===== config.mk =====
export PLATFORM = sky130hd
export DESIGN_NAME = mesi_snoop_responder
export DESIGN_NICKNAME = d
export VERILOG_FILES = /design/src/rtl/mesi_pkg.sv /design/src/rtl/sat_counter.sv /design/src/rtl/mesi_snoop_responder.sv
export SDC_FILE = /design/constraint.sdc
export NUM_CORES = 1
export LEC_CHECK = 0
export CAP_MARGIN = 30
export CORE_ASPECT_RATIO = 1.2
export CORE_UTILIZATION = 50
export DETAILED_ROUTE_END_ITERATION = 10
export PLACE_DENSITY = 0.79
export SKIP_CTS_REPAIR_TIMING = 1
export SLEW_MARGIN = 20
export SYNTH_ARGS = -nofsm -noshare
export SYNTH_HDL_FRONTEND = slang
export SYNTH_HIERARCHICAL = 1
export SYNTH_SLANG_ARGS = --single-unit

===== constraint.sdc =====
create_clock -name clk -period 7.8 [get_ports clk]
set_clock_uncertainty 0.2 [all_clocks]
set_input_delay 1.56 -clock clk [delete_from_list [all_inputs] [get_ports clk]]
set_output_delay 1.56 -clock clk [all_outputs]
set_load 0.01 [all_outputs]

===== src/rtl/mesi_pkg.sv =====
// rtl/mesi_pkg.sv - MESI coherence types and the snoop transition function
package mesi_pkg;

  typedef enum logic [1:0] {
    MESI_M = 2'b00,
    MESI_E = 2'b01,
    MESI_S = 2'b10,
    MESI_I = 2'b11
  } mesi_t;

  typedef enum logic [1:0] {
    BUS_RD   = 2'd0,
    BUS_RDX  = 2'd1,
    BUS_UPGR = 2'd2,
    BUS_RSVD = 2'd3
  } bus_op_t;

  typedef enum logic [1:0] {
    NOHIT = 2'd0,
    HIT   = 2'd1,
    HITM  = 2'd2
  } snoop_res_t;

  typedef logic [1:0] snoop_fsm_t;
  localparam snoop_fsm_t ST_IDLE   = 2'd0;
  localparam snoop_fsm_t ST_LOOKUP = 2'd1;
  localparam snoop_fsm_t ST_FLUSH  = 2'd2;
  localparam snoop_fsm_t ST_RESP   = 2'd3;

  typedef struct packed {
    mesi_t      nxt;
    snoop_res_t res;
    logic       flush;
    logic       err;
  } snoop_out_t;

  // Illegal combinations (upgrade of an owned line, reserved op) leave the line untouched.
  function automatic snoop_out_t snoop_next(mesi_t cur, bus_op_t op);
    snoop_out_t o;
    o.nxt   = cur;
    o.res   = NOHIT;
    o.flush = 1'b0;
    o.err   = 1'b0;
    case (op)
      BUS_RD: begin
        case (cur)
          MESI_M: begin o.nxt = MESI_S; o.res = HITM; o.flush = 1'b1; end
          MESI_E, MESI_S: begin o.nxt = MESI_S; o.res = HIT; end
          default: o.nxt = MESI_I;
        endcase
      end
      BUS_RDX: begin
        o.nxt = MESI_I;
        case (cur)
          MESI_M: begin o.res = HITM; o.flush = 1'b1; end
          MESI_E, MESI_S: o.res = HIT;
          default: o.res = NOHIT;
        endcase
      end
      BUS_UPGR: begin
        case (cur)
          MESI_S: begin o.nxt = MESI_I; o.res = HIT; end
          MESI_I: o.res = NOHIT;
          default: o.err = 1'b1;
        endcase
      end
      default: o.err = 1'b1;
    endcase
    return o;
  endfunction

endpackage


===== src/rtl/sat_counter.sv =====
// rtl/sat_counter.sv - saturating event counter with synchronous clear
module sat_counter #(
  parameter int CNT_W = 16
) (
  input  logic             clk,
  input  logic             rst,
  input  logic             clr_i,
  input  logic             inc_i,
  output logic [CNT_W-1:0] count_o
);

  logic [CNT_W-1:0] count_q;

  always_ff @(posedge clk) begin
    if (rst || clr_i) begin
      count_q <= '0;
    end else if (inc_i && (count_q != {CNT_W{1'b1}})) begin
      count_q <= count_q + 1'b1;
    end
  end

  assign count_o = count_q;

endmodule


===== src/rtl/mesi_snoop_responder.sv =====
// rtl/mesi_snoop_responder.sv - MESI state array owner answering bus snoops
module mesi_snoop_responder
  import mesi_pkg::*;
#(
  parameter int NUM_LINES = 16,
  parameter int IDX_W     = $clog2(NUM_LINES),
  parameter int CNT_W     = 16
) (
  input  logic             clk,
  input  logic             rst,
  input  logic             snoop_valid,
  output logic             snoop_ready,
  input  logic [1:0]       snoop_op,
  input  logic [IDX_W-1:0] snoop_idx,
  output logic             snoop_resp_valid,
  output logic [1:0]       snoop_result,
  output logic             snoop_err,
  output logic             flush_req,
  output logic [IDX_W-1:0] flush_idx,
  input  logic             flush_ack,
  input  logic [IDX_W-1:0] st_rd_idx,
  output logic [1:0]       st_rd_state,
  input  logic             st_wr_en,
  input  logic [IDX_W-1:0] st_wr_idx,
  input  logic [1:0]       st_wr_state,
  output logic             st_wr_nack,
  output logic [CNT_W-1:0] snoop_cnt,
  output logic [CNT_W-1:0] hitm_cnt
);

  snoop_fsm_t       state_q, state_d;
  bus_op_t          op_q;
  logic [IDX_W-1:0] idx_q;
  mesi_t            lines_q [NUM_LINES];
  snoop_out_t       pend_q;
  snoop_res_t       result_q;
  logic             err_q;
  logic             nack_q;

  snoop_out_t lk;
  snoop_out_t wr_val;
  logic       accept;
  logic       snoop_wr_en;
  logic       cpu_wr_ok;

  always_comb begin
    lk          = snoop_next(lines_q[idx_q], op_q);
    accept      = (state_q == ST_IDLE) && snoop_valid;
    snoop_wr_en = ((state_q == ST_LOOKUP) && !lk.flush) ||
                  ((state_q == ST_FLUSH) && flush_ack);
    wr_val      = (state_q == ST_FLUSH) ? pend_q : lk;
    // A busy snoop owns its line until the transition has been written.
    cpu_wr_ok   = st_wr_en && ((state_q == ST_IDLE) || (st_wr_idx != idx_q));
  end

  always_comb begin
    state_d = state_q;
    case (state_q)
      ST_IDLE:   if (snoop_valid) state_d = ST_LOOKUP;
      ST_LOOKUP: state_d = lk.flush ? ST_FLUSH : ST_RESP;
      ST_FLUSH:  if (flush_ack) state_d = ST_RESP;
      ST_RESP:   state_d = ST_IDLE;
      default:   state_d = ST_IDLE;
    endcase
  end

  always_ff @(posedge clk) begin
    if (rst) begin
      state_q  <= ST_IDLE;
      op_q     <= BUS_RD;
      idx_q    <= '0;
      pend_q   <= '0;
      result_q <= NOHIT;
      err_q    <= 1'b0;
      nack_q   <= 1'b0;
      for (int i = 0; i < NUM_LINES; i++) begin
        lines_q[i] <= MESI_I;
      end
    end else begin
      state_q <= state_d;
      nack_q  <= st_wr_en && !cpu_wr_ok;
      if (accept) begin
        op_q  <= bus_op_t'(snoop_op);
        idx_q <= snoop_idx;
      end
      if (state_q == ST_LOOKUP) begin
        pend_q <= lk;
      end
      if (snoop_wr_en) begin
        lines_q[idx_q] <= wr_val.nxt;
        result_q       <= wr_val.res;
        err_q          <= wr_val.err;
      end
      // Applied after the snoop write so that the IDLE-accept case lands before LOOKUP.
      if (cpu_wr_ok) begin
        lines_q[st_wr_idx] <= mesi_t'(st_wr_state);
      end
    end
  end

  assign snoop_ready      = (state_q == ST_IDLE);
  assign snoop_resp_valid = (state_q == ST_RESP);
  assign snoop_result     = result_q;
  assign snoop_err        = err_q;
  assign flush_req        = (state_q == ST_FLUSH);
  assign flush_idx        = idx_q;
  assign st_rd_state      = lines_q[st_rd_idx];
  assign st_wr_nack       = nack_q;

  sat_counter #(.CNT_W(CNT_W)) u_snoop_cnt (
    .clk     (clk),
    .rst     (rst),
    .clr_i   (1'b0),
    .inc_i   (accept),
    .count_o (snoop_cnt)
  );

  sat_counter #(.CNT_W(CNT_W)) u_hitm_cnt (
    .clk     (clk),
    .rst     (rst),
    .clr_i   (1'b0),
    .inc_i   ((state_q == ST_RESP) && (result_q == HITM)),
    .count_o (hitm_cnt)
  );

endmodule


==> reports/qor.txt <==
result of the run = complete, no violations
number of cells on the worst reg-to-reg path = 11
maximum buffer depth of the clock tree = 2
Slew headroom = 31.3%
wire length of the first global-routing pass = 21.8 mm
height of the die = 114 µm
yosys warns = 6
RSZ-0062 raised after global routing = no
count of inserted antenna diode cells = 0
Slew Viols, Final = 0
CTS tree = built
number of optimization iterations in the first detailed-route pass = 5
actual slew at the worst max-slew pin = 1030 ps
f_max = 0.177 GHz
worst-path maximum fanout = 8
worst hold slack = 275 ps
Worst Path Class, Setup = primary input to primary output
critical path endpoint = st_rd_state[1]
buffer cell driving the clock tree root = sky130_fd_sc_hd__clkbuf_16
die footprint = 0.0109 mm²
filler instances = 829
I/O pin count = 66
final period demand of the worst path = 5650 ps
stage delay of the slowest cell on the critical path = 790 ps
synthesis-to-finish area growth = 19.5%
synthesized instance count = 550
fraction of registers with async set or reset after synthesis = 0%
via-per-instance ratio = 6.49
drt drc = 0
Chip Width = 95.3 µm
worst slack at placement = 2130 ps
proportion of synthesized chip area in sequential cells = 38.7%
arrival time of data at the critical path endpoint = 3890 ps
sum of overflow across all layers after global routing = 0
max-cap viol count = 0
endpoint kind of the worst setup timing path = primary output
most used flip-flop cell after synthesis = sky130_fd_sc_hd__dfxtp_1
vias after detailed routing = 4739
required time at the worst-slack endpoint = 6040 ps
Final Hold Vio Count = 0
HPWL Detailed = 9.81 mm
synth unique cells = 71
layer with the highest usage = met2
worst flop-to-flop path endpoint = lines_q[14][0]
average cell area after synthesis = 9.49 µm²
netlist area before placement = 0.00522 mm²
power per standard cell area = 216 mW/mm²
flop-to-flop setup slack = 3420 ps
HP Class = register to register
number of global-route vias before repair = 4413
Worst setup startpoint = st_rd_idx[0]
# setup viols final = 0
Nets = 631
pin count of the biggest net entering global routing = 44
grt met2 use = 44.5%
initial core utilization = 51.9%
worst vdd ir = 0.109 mV
Leakage = 1.98 nW
antenna violations before repair = 0
fin crit share = 72.5%
clock latency on the worst-skew pair = 340 ps
GP Congestion = 0.923
chain of cells forming the critical path = clkdlybuf4s50_1 -> mux4_2 -> mux4_2 -> clkdlybuf4s50_1
residual antenna-violating net count after detailed routing = 0
number of placement rows = 40
clock sink count = 85
hold path depth = 2
routed wire length per instance = 18.6 µm
violation count after the first detailed-route iteration = 475
final core occ = 62.0%
share of cells above drive strength 1 = 9.60%
GR Util met3 = 4.47%
H-tree lvl count = 3
number of flops mapped to enable cells by yosys = 32
count of state elements after synthesis = 85
standard cell with the maximum stage delay on the critical path = sky130_fd_sc_hd__clkdlybuf4s50_1
port buffer count = 65
Post-Place Cells = 714
routed wire length = 13.6 mm
met1 usage in global routing = 32.0%
CTS buffer count = 9
Final Worst Setup Slack = 2150 ps
total negative slack = 0 ps
clock transition at the registers of the reported paths = 60 ps
final instance count without filler cells = 730
critical path startpoint category = primary input
Placeable Area = 0.0101 mm²
overall global routing resource usage = 25.8%
==> synth_stat cells, drive strengths merged (6+ instances only) <==
cell type	count	area share (%)
nand2	64	4.6
dfxtp	53	20
a21oi	37	3.5
nor2	36	2.6
edfxtp	32	18
o21ai	24	2.3
clkbuf	23	1.7
nand3	19	1.8
a31oi	17	2.0
nand4	16	2.7
mux4	14	6.0
o22a	14	2.4
ha	11	2.6
inv	11	0.79
nand2b	11	1.3
or3	11	1.3
mux2i	10	1.9
nor3	10	0.96
or4	10	1.7
buf	9	1.1
nand3b	9	1.3
a211oi	8	1.2
a41o	8	1.5
and4	8	1.3
o32a	8	1.5
xor2	8	1.3
mux2	6	1.4
nor4	6	0.96
o31ai	6	0.86
==> layout by cell type, fill, tap and decap left out, types with 5 or more instances in the layout <==
cell type / Yosys / final
sky130_fd_sc_hd__a211oi_1: 8 / 8
sky130_fd_sc_hd__a21oi_1: 37 / 37
sky130_fd_sc_hd__a31oi_1: 17 / 17
sky130_fd_sc_hd__a41o_1: 8 / 8
sky130_fd_sc_hd__and2_1: 5 / 5
sky130_fd_sc_hd__and4_1: 8 / 8
sky130_fd_sc_hd__clkbuf_16: 0 / 9
sky130_fd_sc_hd__clkdlybuf4s50_1: 0 / 65
sky130_fd_sc_hd__dfxtp_1: 53 / 53
sky130_fd_sc_hd__edfxtp_1: 32 / 32
sky130_fd_sc_hd__ha_1: 11 / 11
sky130_fd_sc_hd__inv_1: 11 / 11
sky130_fd_sc_hd__mux2_2: 5 / 5
sky130_fd_sc_hd__mux2i_1: 10 / 10
sky130_fd_sc_hd__mux4_2: 14 / 14
sky130_fd_sc_hd__nand2_1: 64 / 64
sky130_fd_sc_hd__nand2b_1: 11 / 11
sky130_fd_sc_hd__nand3_1: 19 / 19
sky130_fd_sc_hd__nand3b_1: 9 / 9
sky130_fd_sc_hd__nand4_1: 12 / 12
sky130_fd_sc_hd__nor2_1: 36 / 36
sky130_fd_sc_hd__nor3_1: 10 / 10
sky130_fd_sc_hd__o21ai_0: 22 / 22
sky130_fd_sc_hd__o22a_1: 12 / 12
sky130_fd_sc_hd__o31ai_1: 6 / 6
sky130_fd_sc_hd__o32a_1: 8 / 8
sky130_fd_sc_hd__or3_1: 11 / 11
sky130_fd_sc_hd__or4_1: 7 / 7
sky130_fd_sc_hd__xor2_1: 8 / 8
==> metrics by stage <==
step	instance area [µm²]	power (mW)
2_1_floorplan	5230	0.755
5_1_grt	6240	1.41
3_5_place_dp	5910	0.864
4_1_cts	6240	1.35
3_3_place_gp	5900	0.849
6_report	6240	1.35
==> critical path: cells and delay by family <==
family / cells / cell delay [ps]
buffers and inverters: 2 / 1280
muxes: 2 / 1050
==> routing by layer <==
layer  part of all wire [%]  routed length (µm)  up-vias
li1                       -                   -     2228
met1                     40                5470     2279
met2                     51                6950      201
met3                    6.5                 887       31
met4                    1.9                 264        0
met5                      0                   0        -
==> cells by family (layout without fill, tap and decap cells) <==
group           Yosys count  in the layout  share of synthesized area (%)
buf+inv                  44             95                           3.76
compound gates          148            148                           20.0
simple gates            221            221                           23.8
mux                      30             30                           9.32
other cells               1              4                         0.0718
flops                    85             85                           38.7
xor+xnor                 10             10                           1.68
fa+ha+maj                11             11                           2.64
==> layout make-up <==
type / count / area, µm² / area share [%]
multi-input combinational: 424 / 3010 / 48.3
sequential: 85 / 2020 / 32.4
timing repair buffer: 68 / 673 / 10.8
clock buffer: 11 / 233 / 3.73
tap: 126 / 158 / 2.53
clock inverter: 5 / 98.8 / 1.58
inverter: 11 / 41.3 / 0.662
==> registers in the layout, indices dropped and copies added (netlist names), named ones only <==
signal               flops
lines_q                 32
u_snoop_cnt/count_o     16
flush_idx                4
snoop_err                1
u_hitm_cnt/count_o      16
st_wr_nack               1
op_q                     2
state_q                  2
snoop_result             2
pend_q                   5
==> worst min-delay path by stage <==
| stage | from | slack [ps] | endpoint |
|---|---|---|---|
| after CTS | pend_q[0] | 280 | pend_q[0] |
| after detailed placement | pend_q[0] | 270 | pend_q[0] |
| after global routing | pend_q[0] | 300 | pend_q[0] |
| after global placement | snoop_result[0] | 250 | snoop_result[0] |
| after floorplan | pend_q[0] | 250 | pend_q[0] |
| final | snoop_result[0] | 270 | snoop_result[0] |
==> power by group <==
group	internal, mW	switching (mW)
clock	0.312	0.172
combinational	0.133	0.188
sequential	0.491	0.0500
Note: power is estimated with default switching activity, not from simulation.
